--- src/rtl/dsp48_add_arbiter.sv ---
// dsp48_add_arbiter: round-robin scheduler sharing one pipelined DSP48 adder.
// Requesters hand over (a, d) pairs over valid/ready. Each issued op carries
// its requester ID down a tag pipe that lines up with the adder latency, and
// results land in a show-ahead FIFO. A credit counter bounds in-flight ops
// plus FIFO occupancy, so the adder never needs backpressure.
// Optional build macro DSP48_ADD_ARB_STATS_EN adds the stall_cnt output.
module dsp48_add_arbiter #(
   parameter int N_REQ      = 4,
   parameter int DATA_W     = 16,
   parameter int ADD_LAT    = 4,
   parameter int FIFO_DEPTH = 8
) (
   input  logic                        clk,
   input  logic                        reset_n,
   input  logic [N_REQ-1:0]            req_valid,
   output logic [N_REQ-1:0]            req_ready,
   input  logic [N_REQ*DATA_W-1:0]     req_a,
   input  logic [N_REQ*DATA_W-1:0]     req_d,
   output logic [DATA_W-1:0]           add_a,
   output logic [DATA_W-1:0]           add_d,
   input  logic [DATA_W-1:0]           add_p,
   output logic                        res_valid,
   input  logic                        res_ready,
   output logic [$clog2(N_REQ)-1:0]    res_id,
   output logic [DATA_W-1:0]           res_p
`ifdef DSP48_ADD_ARB_STATS_EN
   ,
   output logic [31:0]                 stall_cnt
`endif
);

   localparam int ID_W = $clog2(N_REQ);
   localparam int PW   = $clog2(FIFO_DEPTH);
   localparam int CW   = $clog2(FIFO_DEPTH + 1);

   logic [ID_W-1:0]   rr_ptr;
   logic [CW-1:0]     credits;
   logic              gnt_found;
   logic [ID_W-1:0]   gnt_id;
   logic [ID_W-1:0]   cand;
   logic              hs;
   logic              pop;
   logic [DATA_W-1:0] sel_a;
   logic [DATA_W-1:0] sel_d;

   logic [ADD_LAT:0]  tag_v;
   logic [ID_W-1:0]   tag_id [ADD_LAT+1];

   logic [ID_W-1:0]   fifo_id [FIFO_DEPTH];
   logic [DATA_W-1:0] fifo_p  [FIFO_DEPTH];
   logic [PW-1:0]     wr_ptr;
   logic [PW-1:0]     rd_ptr;
   logic [CW-1:0]     fifo_cnt;
   logic              fifo_wr;

   // Round-robin search starting just after the last grantee; no grant without credit
   always_comb begin
      gnt_found = 1'b0;
      gnt_id    = '0;
      cand      = '0;
      if (credits != '0) begin
         for (int i = 1; i <= N_REQ; i++) begin
            cand = ID_W'((int'(rr_ptr) + i) % N_REQ);
            if (!gnt_found && req_valid[cand]) begin
               gnt_found = 1'b1;
               gnt_id    = cand;
            end
         end
      end
   end

   // One-hot ready for the grantee and operand select
   always_comb begin
      req_ready = '0;
      sel_a     = '0;
      sel_d     = '0;
      if (gnt_found) req_ready[gnt_id] = 1'b1;
      for (int i = 0; i < N_REQ; i++) begin
         if (gnt_id == ID_W'(i)) begin
            sel_a = req_a[i*DATA_W +: DATA_W];
            sel_d = req_d[i*DATA_W +: DATA_W];
         end
      end
   end

   assign hs        = |(req_valid & req_ready);
   assign res_valid = (fifo_cnt != '0);
   assign pop       = res_valid & res_ready;
   assign fifo_wr   = tag_v[ADD_LAT];
   assign res_id    = fifo_id[rd_ptr];
   assign res_p     = fifo_p[rd_ptr];

   // Arbiter pointer and credit accounting; grant+pop in one cycle cancel out
   always_ff @(posedge clk or negedge reset_n) begin
      if (!reset_n) begin
         rr_ptr  <= ID_W'(N_REQ - 1);
         credits <= CW'(FIFO_DEPTH);
      end else begin
         if (hs) rr_ptr <= gnt_id;
         case ({hs, pop})
            2'b10:   credits <= credits - CW'(1);
            2'b01:   credits <= credits + CW'(1);
            default: credits <= credits;
         endcase
      end
   end

   // Issue registers hold their last value when no op is granted
   always_ff @(posedge clk or negedge reset_n) begin
      if (!reset_n) begin
         add_a <= '0;
         add_d <= '0;
      end else if (hs) begin
         add_a <= sel_a;
         add_d <= sel_d;
      end
   end

   // Tag pipe: stage ADD_LAT is valid in the cycle add_p carries that op's result
   always_ff @(posedge clk or negedge reset_n) begin
      if (!reset_n) begin
         tag_v <= '0;
         for (int k = 0; k <= ADD_LAT; k++) tag_id[k] <= '0;
      end else begin
         tag_v     <= {tag_v[ADD_LAT-1:0], hs};
         tag_id[0] <= gnt_id;
         for (int k = 1; k <= ADD_LAT; k++) tag_id[k] <= tag_id[k-1];
      end
   end

   // Result FIFO; head entry is presented directly from storage
   always_ff @(posedge clk or negedge reset_n) begin
      if (!reset_n) begin
         wr_ptr   <= '0;
         rd_ptr   <= '0;
         fifo_cnt <= '0;
         for (int k = 0; k < FIFO_DEPTH; k++) begin
            fifo_id[k] <= '0;
            fifo_p[k]  <= '0;
         end
      end else begin
         if (fifo_wr) begin
            fifo_id[wr_ptr] <= tag_id[ADD_LAT];
            fifo_p[wr_ptr]  <= add_p;
            wr_ptr          <= wr_ptr + PW'(1);
         end
         if (pop) rd_ptr <= rd_ptr + PW'(1);
         case ({fifo_wr, pop})
            2'b10:   fifo_cnt <= fifo_cnt + CW'(1);
            2'b01:   fifo_cnt <= fifo_cnt - CW'(1);
            default: fifo_cnt <= fifo_cnt;
         endcase
      end
   end

`ifdef DSP48_ADD_ARB_STATS_EN
   // Saturating count of cycles where someone wants service but credits are exhausted
   always_ff @(posedge clk or negedge reset_n) begin
      if (!reset_n) begin
         stall_cnt <= '0;
      end else if ((|req_valid) && (credits == '0) && (stall_cnt != '1)) begin
         stall_cnt <= stall_cnt + 32'd1;
      end
   end
`endif

endmodule
--- config.mk ---
export PLATFORM = sky130hd
export DESIGN_NAME = dsp48_add_arbiter
export DESIGN_NICKNAME = d
export VERILOG_FILES = /design/src/rtl/dsp48_add_arbiter.sv
export SDC_FILE = /design/constraint.sdc
export NUM_CORES = 1
export LEC_CHECK = 0
export ABC_AREA = 1
export BUFFER_PORTS_ARGS = -buffer_cell sky130_fd_sc_hd__buf_2
export CORE_AREA = 2 2 133 135
export CTS_BUF_LIST = sky130_fd_sc_hd__clkbuf_8
export DETAILED_ROUTE_END_ITERATION = 8
export DIE_AREA = 0 0 135 137
export GPL_ROUTABILITY_DRIVEN = 0
export PLACE_DENSITY_LB_ADDON = 0.1
export REMOVE_ABC_BUFFERS = 1
export SYNTH_ARGS = -nofsm -noshare
export SYNTH_HDL_FRONTEND = slang
export SYNTH_SLANG_ARGS = --single-unit
--- constraint.sdc ---
create_clock -name clk -period 6.7 [get_ports clk]
set_clock_uncertainty 0.15 [all_clocks]
set_input_delay 0.335 -clock clk [delete_from_list [all_inputs] [get_ports clk]]
set_output_delay 0.335 -clock clk [all_outputs]
set_load 0.02 [all_outputs]
* Yosys cells after proc, flatten, opt, wreduce, memory -nomap -nowiden
Cells that the tools add are included.
Operators by class: $lt $le $gt $ge 9, reduce and logical (&&, ||, !) cells 14, equal/unequal tests 7, bitwise gates (word level) 4, muxes and demuxes 46, add/subtract/negate cells 10
Operators with widths (number):
- $mux 16 | 11
- $bwmux 128 | 1
- $bmux 16 s3 | 1
- $demux 16 s3 | 1
- $bwmux 16 | 1
- $mux 2 | 8
- $pmux 4 s2 | 2
- $lt 2x3->1 const B | 5
- $mux 1 | 13
- $add 4x1->4 const B | 2
- $bmux 1 s2 | 4
- $eq 2x2->1 const B | 4
- $ge 4x4->1 const B | 2
- $not 3->4 | 2
- $reduce_bool 4->1 | 2
- $sub 4x1->4 const B | 2
- $add 3x1->3 const B | 2
- $bmux 2 s3 | 1
- $demux 2 s3 | 1
- $eq 2x1->1 const B | 3
- $logic_and 1x1->1 | 5
- $add 2x1->2 const B | 2
- $add 2x2->2 const B | 2
- $and 4x4->4 | 1
- 9 further kinds | 12
Storage, ports and cells: register bits after elaboration 207, output and inout bits 55, word-level logic and storage cells 119

* Logic depth before layout (Yosys ltp)
Gate-level depths: netlist of the first run.
depth in word-level cells 26, mapped depth 20, gate-level depth less buffers 17

* Worst setup path before layout of the first run
No wires, ideal clock.
kind register to register, from register rr_ptr[0], to register credits[3], path buffers 3, slack 3.607 ns, period minus slack after synthesis 3.093 ns, stages on the path, launching flop included 20, arrival time 2.868 ns, cell sequence dfstp_2 -> buf_4 -> inv_2 -> buf_6 -> nand2_2 -> nand2_1 -> nand2_2 -> nand2_2 -> nor2_4 -> nand4_1 -> nand2_1 -> clkbuf_1 -> ha_1 -> inv_1 -> ha_1 -> a21o_1 -> a21oi_1 -> nor2_1 -> nor2_1 -> xor2_1
Between the ends: word-level cells in the longest chain between the ends 26, elaborated cells between the ends (all ways) 43
Ends and longest elaborated chain:
- start, declared | RTL line 36 | logic [ID_W-1:0] rr_ptr;
- start signal, assigned | RTL line 96 | rr_ptr <= ID_W'(N_REQ - 1);
- start signal, assigned | RTL line 99 | if (hs) rr_ptr <= gnt_id;
- $add 2x1->2 | RTL line 63 | cand = ID_W'((int'(rr_ptr) + i) % N_REQ);
- $bmux 1 s2 | RTL line 64 | if (!gnt_found && req_valid[cand]) begin
- $mux 1 (not written as such) | RTL line 64
- $mux 1 | RTL line 64
- $mux 1 | RTL line 61 | if (credits != '0) begin
- $logic_not 1->1 | RTL line 64
- $logic_and 1x1->1 | RTL line 64
- $mux 1 | RTL line 64
- (+10 left out)
- $logic_and 1x1->1 (not written as such) | RTL line 77 | if (gnt_found) req_ready[gnt_id] = 1'b1;
- $mux 1 (not written as such) | RTL line 77
- $demux 1 s2 | RTL line 77
- $mux 4 * | RTL line 77
- $and 4x4->4 * | RTL line 86 | assign hs = |(req_valid & req_ready);
- $reduce_or 4->1 * | RTL line 86
- $eq 2x1->1 or $eq 2x2->1 (tied branches) | RTL line 100 | case ({hs, pop})
- $pmux 4 s2 or $reduce_bool 2->1 (tied branches)
- end signal, assigned | RTL line 101 | 2'b10: credits <= credits - CW'(1);
- end signal, assigned | RTL line 102 | 2'b01: credits <= credits + CW'(1);
- end signal, assigned | RTL line 103 | default: credits <= credits;
- end, declared | RTL line 37 | logic [CW-1:0] credits;
Mark *: on every way between the ends. The rest lies on a longest branch, timed or not. The select of a mux whose other input is x is not followed. A chain may end at the register's enable or synchronous reset.

* Final worst setup path of the first run
from register rr_ptr[0], to output port req_ready[0]
Between the ends: word-level cells in the longest chain between the ends 22, elaborated cells between the ends (all ways) 37
Ends and longest elaborated chain:
- $add 2x1->2 | RTL line 63
- $bmux 1 s2 | RTL line 64
- $mux 1 (not written as such) | RTL line 64
- $mux 1 | RTL line 64
- $mux 1 | RTL line 61
- $logic_not 1->1 | RTL line 64
- $logic_and 1x1->1 | RTL line 64
- $mux 1 | RTL line 64
- (+6 left out)
- $logic_and 1x1->1 | RTL line 64
- $mux 2 | RTL line 64
- $mux 2 | RTL line 61
- $lt 2x3->1 (not written as such) or $ge 2x1->1 (tied branches) | RTL line 77
- $logic_and 1x1->1 (not written as such) | RTL line 77
- $mux 1 (not written as such) | RTL line 77
- $demux 1 s2 | RTL line 77
- $mux 4 * | RTL line 77
- end, declared | RTL line 16 | output logic [N_REQ-1:0] req_ready,
Marked as above.

==> results of run 1 <==
power groups by stage:
stage / sequential, mW / combinational (mW) / clock [mW]
floorplan: 2.41 / 2.83 / 0
global placement: 2.24 / 4.12 / 0
detailed placement: 2.25 / 4.26 / 0
CTS: 2.24 / 4.45 / 1.09
global route: 2.32 / 5.04 / 1.14
finish: 2.24 / 4.45 / 1.06
layer usage:
layer | vias to the layer above | share of wire [%] | global-route usage [%]
met1 | 4343 | 41 | 38.9
met3 | 68 | 7.6 | 5.89
li1 | 4612 | - | -
met5 | - | 0 | 0
met4 | 0 | 3.0 | 11.7
met2 | 396 | 48 | 48.3
path summary, 6_finish.rpt:
path | start | endpoint | slack [ps] | depth (start not counted)
worst min-delay path | req_d[49] | add_d[1] | 20 | 5
min in group asynchronous | reset_n | fifo_p[21] | 310 | 2
worst min register to register | tag_id[8] | tag_id[6] | 200 | 0
max in group asynchronous | reset_n | fifo_p[67] | 4760 | 3
worst max register to register | rr_ptr[0] | add_d[4] | 2980 | 16
worst max-delay path | rr_ptr[0] | req_ready[0] | 2790 | 13
kinds of logic (layout without fill, tap and decap cells):
| logic type | count (synthesis) | count (layout) | synth area share, % |
|---|---|---|---|
| flip-flops | 207 | 207 | 51.4 |
| XOR/XNOR | 10 | 10 | 0.869 |
| AND/OR/NAND/NOR | 643 | 643 | 27.0 |
| buffers and inverters | 143 | 391 | 5.83 |
| other | 0 | 4 | 0 |
| AO/OA/AOI/OAI | 244 | 244 | 13.5 |
| adder cells (fa/ha/maj) | 10 | 10 | 1.39 |
Yosys cell counts (2+ instances only):
cell type,n
a21oi_1,2
a31oi_1,18
buf_1,9
buf_2,17
buf_4,2
buf_6,3
clkbuf_1,50
dfrtp_1,204
dfstp_2,3
fa_1,2
ha_1,8
inv_1,57
inv_2,5
nand2_1,346
nand2_2,7
nand3_1,87
nand4_1,34
nor2_1,150
nor2_2,10
nor2_4,3
nor3_1,2
o211ai_1,18
o21ai_0,186
o32ai_1,18
xnor2_1,5
xor2_1,5
worst max-delay path: cells and delay by family, from the launching register on:
family,cells,cell delay [ps]
buf+inv,4,840
flops,1,600
simple gates,9,1420
sequential cells by signal, indices dropped and copies added (netlist names):
register / count
fifo_id: 16
rd_ptr: 3
fifo_p: 128
wr_ptr: 3
add_d: 16
tag_id: 10
rr_ptr: 2
tag_v: 5
fifo_cnt: 4
add_a: 16
credits: 4
metrics by stage:
step	cells	instance area (um^2)	worst slack (ps)	power [mW]	util, %
after CTS	1730	12300	2830	7.78	72.3
after global placement	1620	11200	3220	6.36	65.4
after global routing	1731	12300	2500	8.51	72.3
after detailed placement	1620	11200	3090	6.51	65.4
after floorplan	1176	9720	3190	5.24	-
final	1734	12300	2790	7.76	72.3
layout make-up:
class	instances	area, um^2
sequential	207	5190
fill	1402	4720
multi-input combinational	907	4320
timing repair buffer	271	1660
clock buffer	40	551
tap	225	282
inverter	62	233
clock inverter	18	97.6
antenna	4	10.0
==> results.tsv, run 1 <==
stage	metric	value	unit
outcome	status	completed	
power	total_leakage_power	6.17	nW
floorplan	die_area	18500	um^2
power	p_comb_share	57.4	%
floorplan	die_width	135	um
floorplan	core_area	17100	um^2
place	port_buffers	205	
drt	viasPerCell	5.43	
setup_path	worst_setup_path_start_kind	flip-flop	
floorplan	rows	48	
yosys	synth-async-reset-ratio	100	%
sta	slew_violations	0	
sta	max_freq	255	MHz
yosys	avgSynthCellArea	8.02	um^2
sta	worst_slew_pin_slew	1230	ps
clocking	clockBufferDepth	3	
global_route	grt_pass1_wl	43400	um
global_route	overflow	0	
sta	fin_setup_tns	0	ps
power	internal_power	4.04	mW
yosys	mappedNetlistArea	10100	um^2
yosys	synth_area_leaders	dfrtp_1 (51%), nand2_1 (13%), o21ai_0 (9.2%)	
yosys	seq_area_frac_synth	51.4	%
yosys	synth_ff_type	dfrtp_1	
sta	post-route-period-util	58.4	%
clocking	cts-root-buf	clkbuf_8	
setup_path	critPathKind	flip-flop to output port	
clocking	post_cts_buffers	0	
setup_path	worstPathRequired	6210	ps
drt	drt-pass1-iter-count	5	
yosys	synth_edf_count	0	
power	swShare	48.0	%
setup_path	crit_path_max_fanout	69	
cells_and_area	final_common_cell	nand2_1	
setup_path	worstPathCellList	inv_2 > nand2_1 > nand2_1 > nand2_2 > nand2_2 > nor2_4 > nand3_1 > nand2_1 > inv_1 > nand2_4 > inv_1 > nor3_1 > buf_2	
setup_path	cpMaxStageDelayCell	dfstp_2	
yosys	synth_cell_types	32	
power	power_density	629	nW/um^2
setup_path	crit_path_frequent_cell	nand2_1	
place	dp_hpwl	16700	um
cells_and_area	drive_gt1_share	19.9	%
worst_hold_path	min_path_type	input port to flip-flop	
drt	drtAntennaViolNets	0	
cells_and_area	area_growth_syn_to_layout	22.4	%
floorplan	start_util	59.1	%
power	peakVddDrop	637	uV
sta	min_period	3910	ps
setup_path	critPathMaxStageDelay	600	ps
clocking	clk_pin_slew	60	ps
setup_path	crit_path_end_kind	output port	
sta	grt_setup_unrepaired	false	
clocking	clk-insertion-delay-late	510	ps
sta	slew_headroom	17.5	%
floorplan	die_h	137	um
drt	wl_per_cell	15.3	um
yosys	synth_top_area_share	50.6	%
yosys	ys_warn_count	0	
drt	drc	0	
sta	whs	17.2	ps
global_route	antenna_found_initial	3	
power	p_clk_share	13.6	%
power	power.switching	3.72	mW
drt	drtIter0Drc	645	
clocking	cts_htree_levels	2	
clocking	cts_hold_buf	52	
drt	finalWirelength	26500	um
yosys	synth_cells	1257	
clocking	cts.sinks	207	
flow_run	maxCapViolCount	0	
floorplan	io_pins	206	
drt	vias	9419	
sta	finalHoldViolCount	0	
setup_path	critPathArrivalTime	3430	ps
global_route	grt_max_degree	97	
clocking	cts_tree	done	
clocking	cts_resized	0	
cells_and_area	fin_nets	1645	
cells_and_area	most-common-layout-cells	nand2_1 (345), buf_2 (204), dfrtp_1 (202)	
global_route	track_usage	29.5	%
power	p_seq_share	28.9	%
clocking	cts_inserted_buffers	35	
sta	finalSetupViolCount	0	
global_route	first_global_vias	8986	
yosys	synth_top_cell_by_area	dfrtp_1	
yosys	synth_seq_cells	207	
No activity file was read; power rests on OpenSTA's default activity.
==> run 2, diff against run 1 <==
CORE_AREA = 2 2 136 138   (was 2 2 133 135)
DIE_AREA = 0 0 138 140   (was 0 0 135 137)
clock period = 4 ns   (was 6.7 ns; I/O delays follow)
==> run 2 against run 1 <==
Compared with the run above:
- largest cell class unchanged
- die area rose by 4.5%
- power rose by 78%
- final cell count rose by 3.6%
- critical path depth rose by 1
==> results.tsv, run 2 (synthesis results as in run 1) <==
stage	metric	value	unit	change
outcome	status	completed		
place	place_area	11200	um^2	+0.36%
global_route	antenna_found_initial	5		+2
power	p_comb_share	58.9	%	+1.5 points
power	power_density	1070	nW/um^2	+70%
sta	worst_slew_pin_slew	1160	ps	-68.9 ps
power	peakVddDrop	1000	uV	+58%
drt	wl_per_cell	15.8	um	+3.5%
power	p_clk_share	13.2	%	-0.4 points
place	place_inst	1627		+0.43%
sta	finalHoldViolCount	0		unchanged
setup_path	crit_path_end_kind	flip-flop		
cells_and_area	final_common_cell	nand2_1		
place	port_buffers	205		unchanged
floorplan	rows	49		+2.1%
clocking	cts_tree	done		
setup_path	critPathKind	flip-flop to flip-flop		
global_route	track_usage	29.4	%	-0.038 points
power	p_seq_share	27.8	%	-1.1 points
cells_and_area	area_growth_syn_to_layout	27.9	%	
cells_and_area	fin_area	12900	um^2	+4.6%
global_route	first_global_vias	9597		+6.8%
cells_and_area	drive_gt1_share	19.7	%	-0.12 points
place	dp_hpwl	17000	um	+2.3%
floorplan	die_width	138	um	+2.2%
sta	post-route-period-util	91.9	%	
power	power.switching	6.49	mW	+74%
clocking	clk-insertion-delay-late	530	ps	+20 ps
clocking	post_cts_buffers	0		unchanged
clocking	cts.sinks	207		unchanged
sta	grt_setup_unrepaired	false		
power	swShare	47.0	%	-1.0 points
sta	fin_setup_tns	0	ps	unchanged
cells_and_area	stdcell_count	1797		+3.6%
sta	finalSetupViolCount	0		unchanged
cells_and_area	fin_nets	1696		+3.1%
floorplan	start_util	56.7	%	-2.4 points
cells_and_area	largest_reg_flops	128		unchanged
setup_path	crit_path_max_fanout	40		-42%
drt	drt-pass1-iter-count	5		unchanged
drt	vias	9864		+4.7%
sta	slew_violations	0		unchanged
floorplan	die_h	140	um	+2.2%
global_route	grt_pass1_wl	46800	um	+7.8%
drt	viasPerCell	5.49		+1.1%
drt	drtAntennaViolNets	0		unchanged
setup_path	worstPathRequired	4270	ps	-1940 ps
clocking	clockBufferDepth	3		unchanged
setup_path	critPathArrivalTime	3940	ps	+510 ps
flow_run	maxCapViolCount	0		unchanged
clocking	cts-root-buf	clkbuf_8		
clocking	cts_inserted_buffers	35		unchanged
global_route	overflow	0		unchanged
sta	min_period	3670	ps	
sta	slew_headroom	22.1	%	+4.6 points
clocking	cts_htree_levels	2		unchanged
floorplan	die_area	19300	um^2	+4.5%
cells_and_area	fillCellCount	1414		+0.86%
drt	finalWirelength	28500	um	+7.2%
global_route	grt_max_degree	113		+16%
cells_and_area	utilization	72.5	%	+0.22 points
clocking	cts_resized	0		unchanged
drt	drc	0		unchanged
clocking	clk_pin_slew	70	ps	about the same
worst_hold_path	min_path_type	flip-flop to flip-flop		
floorplan	core_area	17800	um^2	+4.2%
floorplan	io_pins	206		unchanged
cells_and_area	regMostFlops	fifo_p		
sta	max_freq	272	MHz	
power	total_leakage_power	6.41	nW	+3.8%
drt	drtIter0Drc	632		-2.0%
setup_path	worst_setup_path_start_kind	flip-flop		
cells_and_area	most-common-layout-cells	nand2_1 (345), buf_2 (204), dfrtp_1 (202)		
power	internal_power	7.32	mW	+82%
## run 2: per-stage QoR
stage          power, mW  setup slack (ps)  hold slack [ps]
6_report            13.8               326              195
3_3_place_gp        10.7              1090              182
2_1_floorplan       8.78               491             -246
4_1_cts             13.7               434              197
5_1_grt             15.0               123              205
3_5_place_dp        10.9               975              185
## run 2: final cells by class
class	instances	area (um^2)	area share, %
Timing Repair Buffer	322	2180	16.9
Inverter	62	233	1.80
Tap cell	229	287	2.22
Clock buffer	43	592	4.59
Sequential cell	207	5190	40.2
Clock inverter	19	87.6	0.679
Antenna cell	8	20.0	0.155
Multi-Input combinational cell	907	4320	33.5
## run 2: timing repair
item / in CTS / in global routing
setup endpoints to repair: 0 / 0
hold buffers: 100 / 0
hold endpoints to repair: 269 / 0
## run 2: final timing paths
path	start	endpoint	slack (ps)	depth (start not counted)
max	rr_ptr[0]	add_a[3]	330	14
min	tag_id[2]	tag_id[0]	200	0
max reg2reg	rr_ptr[0]	add_a[3]	330	14
min reg2reg	tag_id[2]	tag_id[0]	200	0
max in group asynchronous	reset_n	fifo_p[29]	2490	3
min in group asynchronous	reset_n	fifo_p[44]	230	2
## run 2: per-layer routing
metal / up-vias / GRT usage (%) / wire length [um]
met5: - / 0 / 0
met4: 0 / 12.9 / 1250
met3: 108 / 6.80 / 2130
met2: 415 / 49.5 / 13500
met1: 4613 / 36.6 / 11500
li1: 4728 / - / -
## run 2: worst max-delay path, stage by stage, from the launching register on
cell and delay, ps:
dfstp_2 610, inv_2 120, nand2_1 80, nand2_1 90
nand2_2 100, nand2_2 80, a21oi_1 120, nand2_1 110
nand3_4 430, nor2_8 110, inv_2 580, nand4_1 190
dlygate4sd3_1 610, nand2_1 90, nand2_1 70
## run 2: power by group through the flow
stage               clock, mW  sequential (mW)  combinational [mW]
floorplan                   0             4.03                4.75
global placement            0             3.82                6.86
detailed placement          0             3.84                7.04
CTS                      1.86             3.83                7.98
global route             1.96             3.97                9.06
finish                   1.83             3.84                8.14
